--- src/rtl/cmem_arbiter.sv ---
// Round-robin arbiter sharing the host memory port between I-side refill and D-side refill/writeback.
// Latency: grant one edge after request in IDLE; dv is combinational with h_dv; 2 idle cycles between grants.
module cmem_arbiter #(
    parameter int ADDR_W  = 64,
    parameter int LINE_W  = 256,
    parameter int TIMEOUT = 1024
) (
    input  logic              clk,
    input  logic              rst,
    input  logic [ADDR_W-1:0] i_addr,
    input  logic              i_rd,
    output logic [LINE_W-1:0] i_data,
    output logic              i_dv,
    input  logic [ADDR_W-1:0] d_addr,
    input  logic              d_rd,
    input  logic              d_wr,
    input  logic [LINE_W-1:0] d_wdata,
    output logic [LINE_W-1:0] d_rdata,
    output logic              d_dv,
    output logic [ADDR_W-1:0] h_addr,
    output logic              h_rd,
    output logic              h_wr,
    output logic [LINE_W-1:0] h_data_out,
    input  logic [LINE_W-1:0] h_data_in,
    input  logic              h_dv,
    output logic [ADDR_W-1:0] inv_addr,
    output logic              inv,
    output logic              err
);

    localparam int OFF_W = $clog2(LINE_W / 8);
    localparam int CNT_W = $clog2(TIMEOUT);
    localparam logic [ADDR_W-1:0] ALIGN_MASK = ~((ADDR_W'(1) << OFF_W) - ADDR_W'(1));
    localparam logic [CNT_W-1:0]  CNT_MAX    = CNT_W'(TIMEOUT - 1);

    typedef enum logic [2:0] {
        S_IDLE,
        S_GNT_I,
        S_GNT_DR,
        S_GNT_DW,
        S_RELEASE
    } state_t;

    localparam logic LS_I = 1'b0;
    localparam logic LS_D = 1'b1;

    state_t            state_q, state_d;
    logic [ADDR_W-1:0] h_addr_q, h_addr_d;
    logic [LINE_W-1:0] h_data_out_q, h_data_out_d;
    logic [ADDR_W-1:0] inv_addr_q, inv_addr_d;
    logic              inv_q, inv_d;
    logic              err_q, err_d;
    logic              last_q, last_d;
    logic [CNT_W-1:0]  cnt_q, cnt_d;

    logic granted;
    logic done;
    logic pick_i;

    always_comb begin
        state_d      = state_q;
        h_addr_d     = h_addr_q;
        h_data_out_d = h_data_out_q;
        inv_addr_d   = inv_addr_q;
        inv_d        = 1'b0;
        err_d        = err_q;
        last_d       = last_q;
        cnt_d        = cnt_q;
        i_dv         = 1'b0;
        d_dv         = 1'b0;
        i_data       = '0;
        d_rdata      = '0;

        granted = (state_q == S_GNT_I) || (state_q == S_GNT_DR) || (state_q == S_GNT_DW);
        // A grant ends on h_dv or on the last allowed wait cycle; reset suppresses completion.
        done    = granted && !rst && (h_dv || (cnt_q == CNT_MAX));
        pick_i  = i_rd && (!(d_rd || d_wr) || (last_q == LS_D));

        case (state_q)
            S_IDLE: begin
                if (pick_i) begin
                    state_d  = S_GNT_I;
                    h_addr_d = i_addr & ALIGN_MASK;
                    last_d   = LS_I;
                    cnt_d    = '0;
                end else if (d_rd || d_wr) begin
                    state_d  = d_wr ? S_GNT_DW : S_GNT_DR;
                    h_addr_d = d_addr & ALIGN_MASK;
                    if (d_wr) begin
                        h_data_out_d = d_wdata;
                    end
                    last_d   = LS_D;
                    cnt_d    = '0;
                end
            end
            S_GNT_I, S_GNT_DR, S_GNT_DW: begin
                if (done) begin
                    state_d = S_RELEASE;
                    if (!h_dv) begin
                        err_d = 1'b1;
                    end
                end else begin
                    cnt_d = cnt_q + CNT_W'(1);
                end
            end
            default: begin
                state_d = S_IDLE;
            end
        endcase

        if (done) begin
            if (state_q == S_GNT_I) begin
                i_dv   = 1'b1;
                i_data = h_dv ? h_data_in : '0;
            end else begin
                d_dv = 1'b1;
                if (state_q == S_GNT_DR && h_dv) begin
                    d_rdata = h_data_in;
                end
            end
            if (state_q == S_GNT_DW) begin
                inv_d      = 1'b1;
                inv_addr_d = h_addr_q;
            end
        end
    end

    always_ff @(posedge clk) begin
        if (rst) begin
            state_q      <= S_IDLE;
            h_addr_q     <= '0;
            h_data_out_q <= '0;
            inv_addr_q   <= '0;
            inv_q        <= 1'b0;
            err_q        <= 1'b0;
            last_q       <= LS_D;
            cnt_q        <= '0;
        end else begin
            state_q      <= state_d;
            h_addr_q     <= h_addr_d;
            h_data_out_q <= h_data_out_d;
            inv_addr_q   <= inv_addr_d;
            inv_q        <= inv_d;
            err_q        <= err_d;
            last_q       <= last_d;
            cnt_q        <= cnt_d;
        end
    end

    assign h_rd       = (state_q == S_GNT_I) || (state_q == S_GNT_DR);
    assign h_wr       = (state_q == S_GNT_DW);
    assign h_addr     = h_addr_q;
    assign h_data_out = h_data_out_q;
    assign inv_addr   = inv_addr_q;
    assign inv        = inv_q;
    assign err        = err_q;

endmodule

--- config.mk ---
export PLATFORM = sky130hd
export DESIGN_NAME = cmem_arbiter
export DESIGN_NICKNAME = d
export VERILOG_FILES = /design/src/rtl/cmem_arbiter.sv
export SDC_FILE = /design/constraint.sdc
export NUM_CORES = 1
export LEC_CHECK = 0
export BUFFER_PORTS_ARGS = -buffer_cell sky130_fd_sc_hd__buf_4
export CELL_PAD_IN_SITES_DETAIL_PLACEMENT = 0
export CELL_PAD_IN_SITES_GLOBAL_PLACEMENT = 2
export CORE_AREA = 5 5 597 599
export DETAILED_ROUTE_END_ITERATION = 10
export DIE_AREA = 0 0 602 604
export PLACE_DENSITY = 0.3
export REMOVE_ABC_BUFFERS = 1
export SLEW_MARGIN = 15
export SYNTH_ARGS = -nofsm -noshare
export SYNTH_HDL_FRONTEND = slang
export SYNTH_SLANG_ARGS = --single-unit
export TNS_END_PERCENT = 50
--- constraint.sdc ---
create_clock -name clk -period 4.9 [get_ports clk]
set_input_delay 0.735 -clock clk [delete_from_list [all_inputs] [get_ports clk]]
set_output_delay 0.735 -clock clk [all_outputs]
set_load 0.02 [all_outputs]
==> results of run 1 <==
==> critical path, cell delays in order, from the launching register on <==
cell and delay (ns):
sky130_fd_sc_hd__dfxtp_1 0.57, sky130_fd_sc_hd__or3b_1 0.50, sky130_fd_sc_hd__nor2_4 0.71, sky130_fd_sc_hd__buf_4 0.46
sky130_fd_sc_hd__and2_1 0.37, sky130_fd_sc_hd__buf_4 0.32
==> cell usage in the layout, fill, tap and decap left out, drive strengths merged, types with 2 or more instances in the layout <==
| cell | n |
|---|---|
| clkbuf | 100 |
| a2111oi | 5 |
| a21oi | 317 |
| buf | 1564 |
| a211oi | 60 |
| dfxtp | 390 |
| nor3 | 2 |
| nor2 | 71 |
| o32ai | 5 |
| clkinvlp | 2 |
| inv | 8 |
| o31a | 2 |
| conb | 10 |
| nand3 | 64 |
| o21ai | 60 |
| nand2b | 2 |
| mux2i | 61 |
| a31oi | 2 |
| or2 | 2 |
| clkinv | 5 |
| and2 | 514 |
| diode | 35 |
| nand2 | 528 |
| bufinv | 3 |
==> metal layers <==
layer	vias to the layer above	share of wire (%)	track usage (%)
met5	-	0.093	0
li1	10500	-	-
met4	38	1.2	1.58
met3	230	11	6.68
met2	1010	46	21.9
met1	10800	42	16.7
==> cell families after synthesis <==
| family | after synthesis | share of synthesized area [%] |
|---|---|---|
| flip-flops | 390 | 43.6 |
| buffers and inverters | 219 | 5.90 |
| XOR/XNOR | 1 | 0.0489 |
| adder cells (fa/ha/maj) | 1 | 0.0698 |
| other | 1 | 0.0209 |
| AND/OR/NAND/NOR | 1192 | 32.9 |
| AO/OA/AOI/OAI | 457 | 14.0 |
| multiplexers | 61 | 3.41 |
==> flip-flops by register name, summed over array words and instances (netlist names) <==
| register | cells |
|---|---|
| h_addr | 59 |
| err | 1 |
| inv | 1 |
| state_q | 3 |
| inv_addr | 59 |
| h_data_out | 256 |
| last_q | 1 |
| cnt_q | 10 |
==> worst paths after layout <==
path                  start              to  slack, ns  cells after the start
min reg2reg  h_data_out[85]  h_data_out[85]       0.45                      2
max reg2reg        cnt_q[0]    inv_addr[35]       2.07                      8
min             d_wdata[68]  h_data_out[68]       0.22                      3
max              state_q[0]      i_data[86]       0.51                      5
==> through the flow <==
stage	setup TNS (ns)	total power (W)	hold WS [ns]	cells	util, %
4_1_cts	0	0.0125	0.0936	8414	10.5
3_5_place_dp	0	0.00718	0.447	8302	9.89
6_report	0	0.0120	0.224	8449	10.5
2_1_floorplan	-2983.30	0.00498	0.441	2118	-
3_3_place_gp	0	0.00719	0.445	8302	9.89
5_1_grt	0	0.0127	0.152	8417	10.5
==> cell type report <==
cell class	instances	area, sq um	share of cell area (%)
diodes	35	87.6	0.237
clock buffers	100	2050	5.54
clock inverters	12	148	0.399
inverters	6	25.0	0.0677
multi-input cells	1722	9140	24.7
flip-flops and latches	390	7810	21.1
well taps	4620	5780	15.6
repair buffers	1564	11900	32.3
==> power by group <==
part / internal [W] / switching (W) / leakage (nW)
Combinational: 0.00116 / 0.00212 / 11.3
Sequential: 0.00345 / 0.000243 / 3.18
Clock: 0.00304 / 0.00198 / 1.08
Total: 0.00764 / 0.00434 / 15.5
==> run summary, run 1 <==
### Floorplan
- **Die Span Y** 604 um
- **IO Pins** 1548
- **Die Width** 602 um
- **Initial Util** 5.11%
- **number of core rows** 218
- **core area** 0.351 sq mm
- **Total Die Area** 0.364 sq mm

### Global routing
- **largest net degree at the start of global routing** 150
- **grt total ovfl** 0
- **first-pass GRT wire length** 312000 um
- **via count of the first global-routing pass** 22600
- **antenna violations before repair** 137
- **GR Util All Layers** 13.6%

### Timing
- **portion of the clock cycle consumed by the worst path in the final layout** 89.6%
- **final number of max-transition violations** 0
- **Final setup violation count** 0
- **fmax** 228 MHz
- **setup repair after global routing missed its margin** no
- **Tightest Pin Transition** 1.17 ns
- **clock skew after layout** 0.0623 ns
- **minimum clock period** 4.39 ns
- **final worst slack** 0.510 ns
- **final hold vios** 0
- **Slew headroom** 21.9%

### Clocking
- **post-CTS repair timing setup buffer count** 0
- **CTS Root Buffer Type** sky130_fd_sc_hd__clkbuf_16
- **later-pin clock latency in the skew report** 0.76 ns
- **clock sink total** 390
- **hold buffer count at cts** 0
- **CTS H-Tree Depth** 3
- **number of instances resized during post-cts repair** 0
- **TritonCTS clock tree** done
- **CTS Buffer Depth** 4
- **clk slew on worst S/H paths** 0.07 ns
- **number of CTS-inserted buffers** 72

### Drt
- **remaining antenna violation count after routing** 0
- **via/cell ratio** 2.67
- **drt first-iter violations** 1093
- **DRC violations left** 0
- **routed wire length per instance** 30.7 um
- **final wirelength** 260000 um
- **total number of vias** 22600
- **1st-pass router iterations** 5

### Layout
- **post-route standard cell area excluding fillers** 0.0370 sq mm
- **Nets** 4403
- **fraction of layout cells with a size suffix above 1** 44.2%
- **area delta synth->final** 106%
- **fill count** 40900

### Flow run
- **max-cap viol count** 0

### Setup path
- **category of the critical setup timing path** flop to output pin
- **Data required, critical path** 4.16 ns
- **capturing element type of the critical path** output pin
- **startpoint class of the critical path** flop
- **CP max FO** 31
- **endpoint arrival time on the critical path** 3.65 ns

### Synthesis
- **number of synthesized flops with an enable pin** 0
- **top_reg_cell synth** sky130_fd_sc_hd__dfxtp_1
- **biggest area consumer among synthesized cells** sky130_fd_sc_hd__dfxtp_1
- **most common cell in the synthesized netlist** sky130_fd_sc_hd__nand2_1
- **most numerous cell types in the synthesized netlist** sky130_fd_sc_hd__nand2_1, sky130_fd_sc_hd__and2_1, sky130_fd_sc_hd__dfxtp_1, sky130_fd_sc_hd__a21oi_1, sky130_fd_sc_hd__clkbuf_1
- **Mapped Avg Cell Area** 7.71 sq um
- **ranking of synthesized cells by area** sky130_fd_sc_hd__dfxtp_1, sky130_fd_sc_hd__and2_1, sky130_fd_sc_hd__nand2_1
- **number of synthesized register bits** 390
- **proportion of netlist area held by the largest area contributor** 43.6%
- **post-synthesis async set-or-reset flop share** 0%
- **post-synthesis sequential area ratio** 43.6%
- **Syn. warnings** 0
- **count of mapped cells out of synthesis** 2322
- **count of different cell masters after synthesis** 49
- **combined area of all synthesized cells** 0.0179 sq mm

### Pwr
- **Max IR drop VDD** 188 uV
- **cell leakage power** 15.5 nW
- **power per standard cell area** 324 mW/mm^2

### Place
- **HPWL after detailed placement** 226000 um
- **buffers added on ports** 1527
- **Post-DP Area** 0.0347 sq mm
- **final weighted congestion in routability-driven placement** 0.847
- **pre-CTS WS** 0.835 ns

### Outcome
- **status** completed

### Min path
- **Hold/Removal Path Class** input pin to flop

Note: power is estimated with default switching activity, not from simulation.
==> inputs of run 2 (changes only) <==
Settings changed: CAP_MARGIN set to 20, RECOVER_POWER set to 25.
==> run 2 against run 1 <==
Compared with the run above:
- die area did not move
- final cell count unchanged
- register-to-register slack lost 0.49 ns
- largest power group unchanged
==> run summary, run 2 (same netlist as run 1, synthesis figures left out) <==
### Outcome
- **status** completed

### Setup path
- **worst r2r src** state_q[2]
- **endpoint arrival time on the critical path** 3.69 ns
- **most used cell, CP** sky130_fd_sc_hd__buf_4
- **Worst path max stage delay** 0.72 ns
- **family with the most delay on the worst path** simple AND/OR/NAND/NOR gates
- **slowest cell on the critical path** sky130_fd_sc_hd__nor2_4
- **capturing element type of the critical path** output pin
- **launch point of the worst path** state_q[0]
- **Buffers & Inverters on Critical Path** 2
- **CP cell instances** or3b_1 -> nor2_4 -> buf_4 -> and2_1 -> buf_4
- **Data required, critical path** 4.16 ns
- **CP max FO** 31
- **startpoint class of the critical path** flop
- **category of the critical setup timing path** flop to output pin

### Floorplan
- **Total Die Area** 0.364 sq mm
- **core area** 0.351 sq mm
- **Initial Util** 5.11%
- **IO Pins** 1548
- **Die Width** 602 um
- **Die Span Y** 604 um
- **number of core rows** 218

### Drt
- **via/cell ratio** 2.68
- **remaining antenna violation count after routing** 0
- **1st-pass router iterations** 6
- **DRC violations left** 0
- **final wirelength** 260000 um
- **routed wire length per instance** 30.8 um
- **drt first-iter violations** 1080
- **total number of vias** 22600

### Timing
- **worst hold slack** 0.223 ns
- **final worst slack** 0.477 ns
- **Total Negative Setup Slacks** 0 ns
- **clock skew after layout** 0.0624 ns
- **Slew headroom** 20.3%
- **setup repair after global routing missed its margin** no
- **portion of the clock cycle consumed by the worst path in the final layout** 90.3%
- **fmax** 226 MHz
- **final hold vios** 0
- **Tightest Pin Transition** 1.19 ns
- **minimum clock period** 4.42 ns
- **final number of max-transition violations** 0
- **Final setup violation count** 0

### Pwr
- **cell leakage power** 14.2 nW
- **Max IR drop VDD** 187 uV
- **power per standard cell area** 331 mW/mm^2

### Layout
- **Nets** 4403
- **number of flip-flops in the largest register** 256
- **commonest cells after routing, fill and taps aside** sky130_fd_sc_hd__buf_4, sky130_fd_sc_hd__nand2_1, sky130_fd_sc_hd__and2_1, sky130_fd_sc_hd__dfxtp_1, sky130_fd_sc_hd__clkbuf_1
- **fraction of layout cells with a size suffix above 1** 35.8%
- **area delta synth->final** 99.7%
- **leading cell type in the layout, fill and taps excluded** sky130_fd_sc_hd__buf_4

### Clocking
- **number of CTS-inserted buffers** 72
- **later-pin clock latency in the skew report** 0.76 ns
- **TritonCTS clock tree** done
- **post-CTS repair timing setup buffer count** 0
- **clk slew on worst S/H paths** 0.07 ns
- **CTS H-Tree Depth** 3
- **CTS Buffer Depth** 4
- **hold buffer count at cts** 0
- **number of instances resized during post-cts repair** 0
- **clock sink total** 390
- **CTS Root Buffer Type** sky130_fd_sc_hd__clkbuf_16

### Global routing
- **first-pass GRT wire length** 312000 um
- **GR Util All Layers** 13.6%
- **grt total ovfl** 0
- **antenna violations before repair** 137
- **largest net degree at the start of global routing** 150
- **via count of the first global-routing pass** 22600

### Place
- **final weighted congestion in routability-driven placement** 0.847
- **HPWL after detailed placement** 226000 um
- **buffers added on ports** 1527
- **pre-CTS WS** 0.835 ns

### Min path
- **Hold/Removal Path Class** input pin to flop
- **Hold Path Origin** d_wdata[68]

### Flow run
- **max-cap viol count** 0

## run 2: tightest hold or removal path, delay by kind of cell
kind | cells | cell delay (ns)
compound gates | 1 | 0.05
buf+inv | 1 | 0.11
simple gates | 1 | 0.05
## run 2: area by class of cell
class / count / area, sq um
clock buffers: 100 / 2050
flip-flops and latches: 390 / 7810
well taps: 4620 / 5780
repair buffers: 1564 / 10700
diodes: 35 / 87.6
inverters: 6 / 23.8
multi-input cells: 1722 / 9130
fillers: 41100 / 315000
clock inverters: 12 / 148
## run 2: path summary, 6_finish.rpt
| kind | endpoint | slack, ns | cells past startpoint |
|---|---|---|---|
| max | i_data[86] | 0.48 | 5 |
| max reg2reg | cnt_q[9] | 1.58 | 6 |
| min | h_data_out[68] | 0.22 | 3 |
| min reg2reg | h_data_out[217] | 0.45 | 2 |
## run 2: stage by stage
stage	total power [W]	util [%]	instances	instance area, sq um
2_1_floorplan	0.00498	-	2118	16900
3_3_place_gp	0.00719	9.89	8302	34700
3_5_place_dp	0.00718	9.89	8302	34700
4_1_cts	0.0125	10.5	8414	36900
5_1_grt	0.0126	10.2	8417	35700
6_report	0.0118	10.2	8449	35800
## run 2: per-layer routing
metal | vias up | GRT usage (%) | wire length (um)
met5 | - | 0 | 241
met4 | 38 | 1.58 | 3540
met3 | 235 | 6.68 | 30100
met2 | 1063 | 21.9 | 118000
met1 | 10800 | 16.7 | 108000
li1 | 10500 | - | -
## run 2: where the power goes
part	internal, W	total (W)	leakage (nW)	switching (W)
combinational	0.00100	0.00312	9.95	0.00212
clock	0.00304	0.00502	1.08	0.00199
sequential	0.00345	0.00368	3.18	0.000238
total	0.00749	0.0118	14.2	0.00434
==> inputs of run 3 (changes only) <==
Settings changed: CORE_AREA 5 5 597 599 to 2 2 594 596, DIE_AREA 0 0 602 604 to 0 0 596 598.
==> run 3 against run 2 <==
Compared with the run above:
- die area fell by 2.0%
- design area decreased by 0.59%
- first-iteration DRC count fell by 14%
- setup slack better by 0.52 ns
- critical path depth rose by 1
- global-route usage up 1.2 points
- largest cell class unchanged
- highest routed layer unchanged
==> run summary, run 3 (same netlist as run 1, synthesis figures left out) <==
### Outcome
- **status** completed

### Setup path
- **worst-case register-to-register setup slack** 1.15 ns
- **worst r2r src** state_q[0]
- **endpoint arrival time on the critical path** 3.17 ns
- **Data required, critical path** 4.16 ns
- **CP max FO** 35
- **FF-to-FF End** h_data_out[49]
- **category of the critical setup timing path** flop to output pin
- **number of cells traversed by the worst register-to-register path** 7
- **capturing element type of the critical path** output pin
- **startpoint class of the critical path** flop

### Drt
- **final wirelength** 274000 um
- **routed wire length per instance** 32.4 um
- **via/cell ratio** 2.68
- **drt first-iter violations** 929
- **1st-pass router iterations** 4
- **DRC violations left** 0
- **total number of vias** 22700
- **remaining antenna violation count after routing** 0

### Global routing
- **antenna violations before repair** 148
- **GR Util All Layers** 14.8%
- **via count of the first global-routing pass** 22600
- **first-pass GRT wire length** 325000 um
- **grt total ovfl** 0
- **largest net degree at the start of global routing** 148

### Min path
- **Hold/Removal Path Class** input pin to flop
- **Hold Path Origin** d_wdata[215]
- **Hold Path Stages** 3
- **sink of the worst hold path** h_data_out[215]

### Timing
- **Final setup violation count** 0
- **clock skew after layout** 0.0429 ns
- **minimum clock period** 3.90 ns
- **Tightest Pin Transition** 1.30 ns
- **Slew headroom** 13.1%
- **fmax** 256 MHz
- **portion of the clock cycle consumed by the worst path in the final layout** 79.6%
- **final number of max-transition violations** 0
- **final hold vios** 0
- **setup repair after global routing missed its margin** no
- **final worst slack** 0.997 ns
- **worst hold slack** 0.262 ns

### Flow run
- **max-cap viol count** 0

### Floorplan
- **Total Die Area** 0.356 sq mm
- **IO Pins** 1548
- **Initial Util** 5.11%
- **Die Width** 596 um
- **Die Span Y** 598 um
- **core area** 0.351 sq mm
- **number of core rows** 218

### Layout
- **number of flip-flops in the largest register** 256
- **leading cell type in the layout, fill and taps excluded** sky130_fd_sc_hd__buf_4
- **Nets** 4386
- **commonest cells after routing, fill and taps aside** sky130_fd_sc_hd__buf_4, sky130_fd_sc_hd__nand2_1, sky130_fd_sc_hd__and2_1, sky130_fd_sc_hd__dfxtp_1, sky130_fd_sc_hd__clkbuf_1
- **area delta synth->final** 98.5%
- **Cell Count, Final, Fillers Out** 8456
- **fraction of layout cells with a size suffix above 1** 35.8%

### Clocking
- **hold buffer count at cts** 0
- **clock sink total** 390
- **number of instances resized during post-cts repair** 0
- **CTS H-Tree Depth** 2
- **CTS Buffer Depth** 3
- **later-pin clock latency in the skew report** 0.72 ns
- **CTS Root Buffer Type** sky130_fd_sc_hd__clkbuf_16
- **clk slew on worst S/H paths** 0.06 ns
- **TritonCTS clock tree** done
- **post-CTS repair timing setup buffer count** 0
- **number of CTS-inserted buffers** 60

### Pwr
- **Max IR drop VDD** 258 uV
- **power per standard cell area** 319 mW/mm^2
- **cell leakage power** 14.1 nW

### Place
- **HPWL after detailed placement** 241000 um
- **Cell Count Post-Placement** 8297
- **pre-CTS WS** 1.12 ns
- **final weighted congestion in routability-driven placement** 0.891
- **buffers added on ports** 1527

run 3: how the worst max path moves through the flow:
| stage | startpoint | end | slack (ns) |
|---|---|---|---|
| 6_report | state_q[0] | d_dv | 1.0 |
| 5_1_grt | state_q[0] | h_data_out[49] | 0.60 |
| 4_1_cts | state_q[2] | d_rdata[62] | 0.89 |
| 3_5_place_dp | rst | d_rdata[62] | 1.12 |
| 3_3_place_gp | rst | d_rdata[62] | 1.09 |
| 2_1_floorplan | d_rd | h_data_out[0] | -7.36 |
run 3: metrics by stage:
stage | utilization, % | power (W) | cell area [sq um] | TNS (ns)
2_1_floorplan | - | 0.00498 | 16900 | -2983.30
3_3_place_gp | 9.88 | 0.00724 | 34700 | 0
3_5_place_dp | 9.88 | 0.00723 | 34700 | 0
4_1_cts | 10.4 | 0.0120 | 36600 | 0
5_1_grt | 10.1 | 0.0120 | 35400 | 0
6_report | 10.1 | 0.0113 | 35600 | 0
run 3: critical path: stages, from the launching register on:
cell                      delay, ns
sky130_fd_sc_hd__dfxtp_1       0.51
sky130_fd_sc_hd__or2_0         0.34
sky130_fd_sc_hd__nand2_1       0.21
sky130_fd_sc_hd__o31a_1        0.48
sky130_fd_sc_hd__inv_4         0.40
sky130_fd_sc_hd__and2_1        0.30
sky130_fd_sc_hd__buf_4         0.23
run 3: cell type report:
type | instances | area [sq um]
antenna | 49 | 123
clock buffer | 91 | 1780
sequential | 390 | 7810
multi-input combinational | 1722 | 9110
tap | 4620 | 5780
clock inverter | 19 | 209
inverter | 6 | 25.0
timing repair buffer | 1559 | 10700
fill | 41200 | 315000
run 3: layer usage:
layer  vias up  wire length, um  global-route usage, %
met2      1221           119000                   23.0
met4        60             2750                   1.38
met1     10700           120000                   18.7
met5         -              356                      0
li1      10500                -                      -
met3       253            31400                   7.47
run 3: power by group:
part,internal [W],switching (W)
Clock,0.00260,0.00189
Combinational,0.000997,0.00222
Sequential,0.00344,0.000196
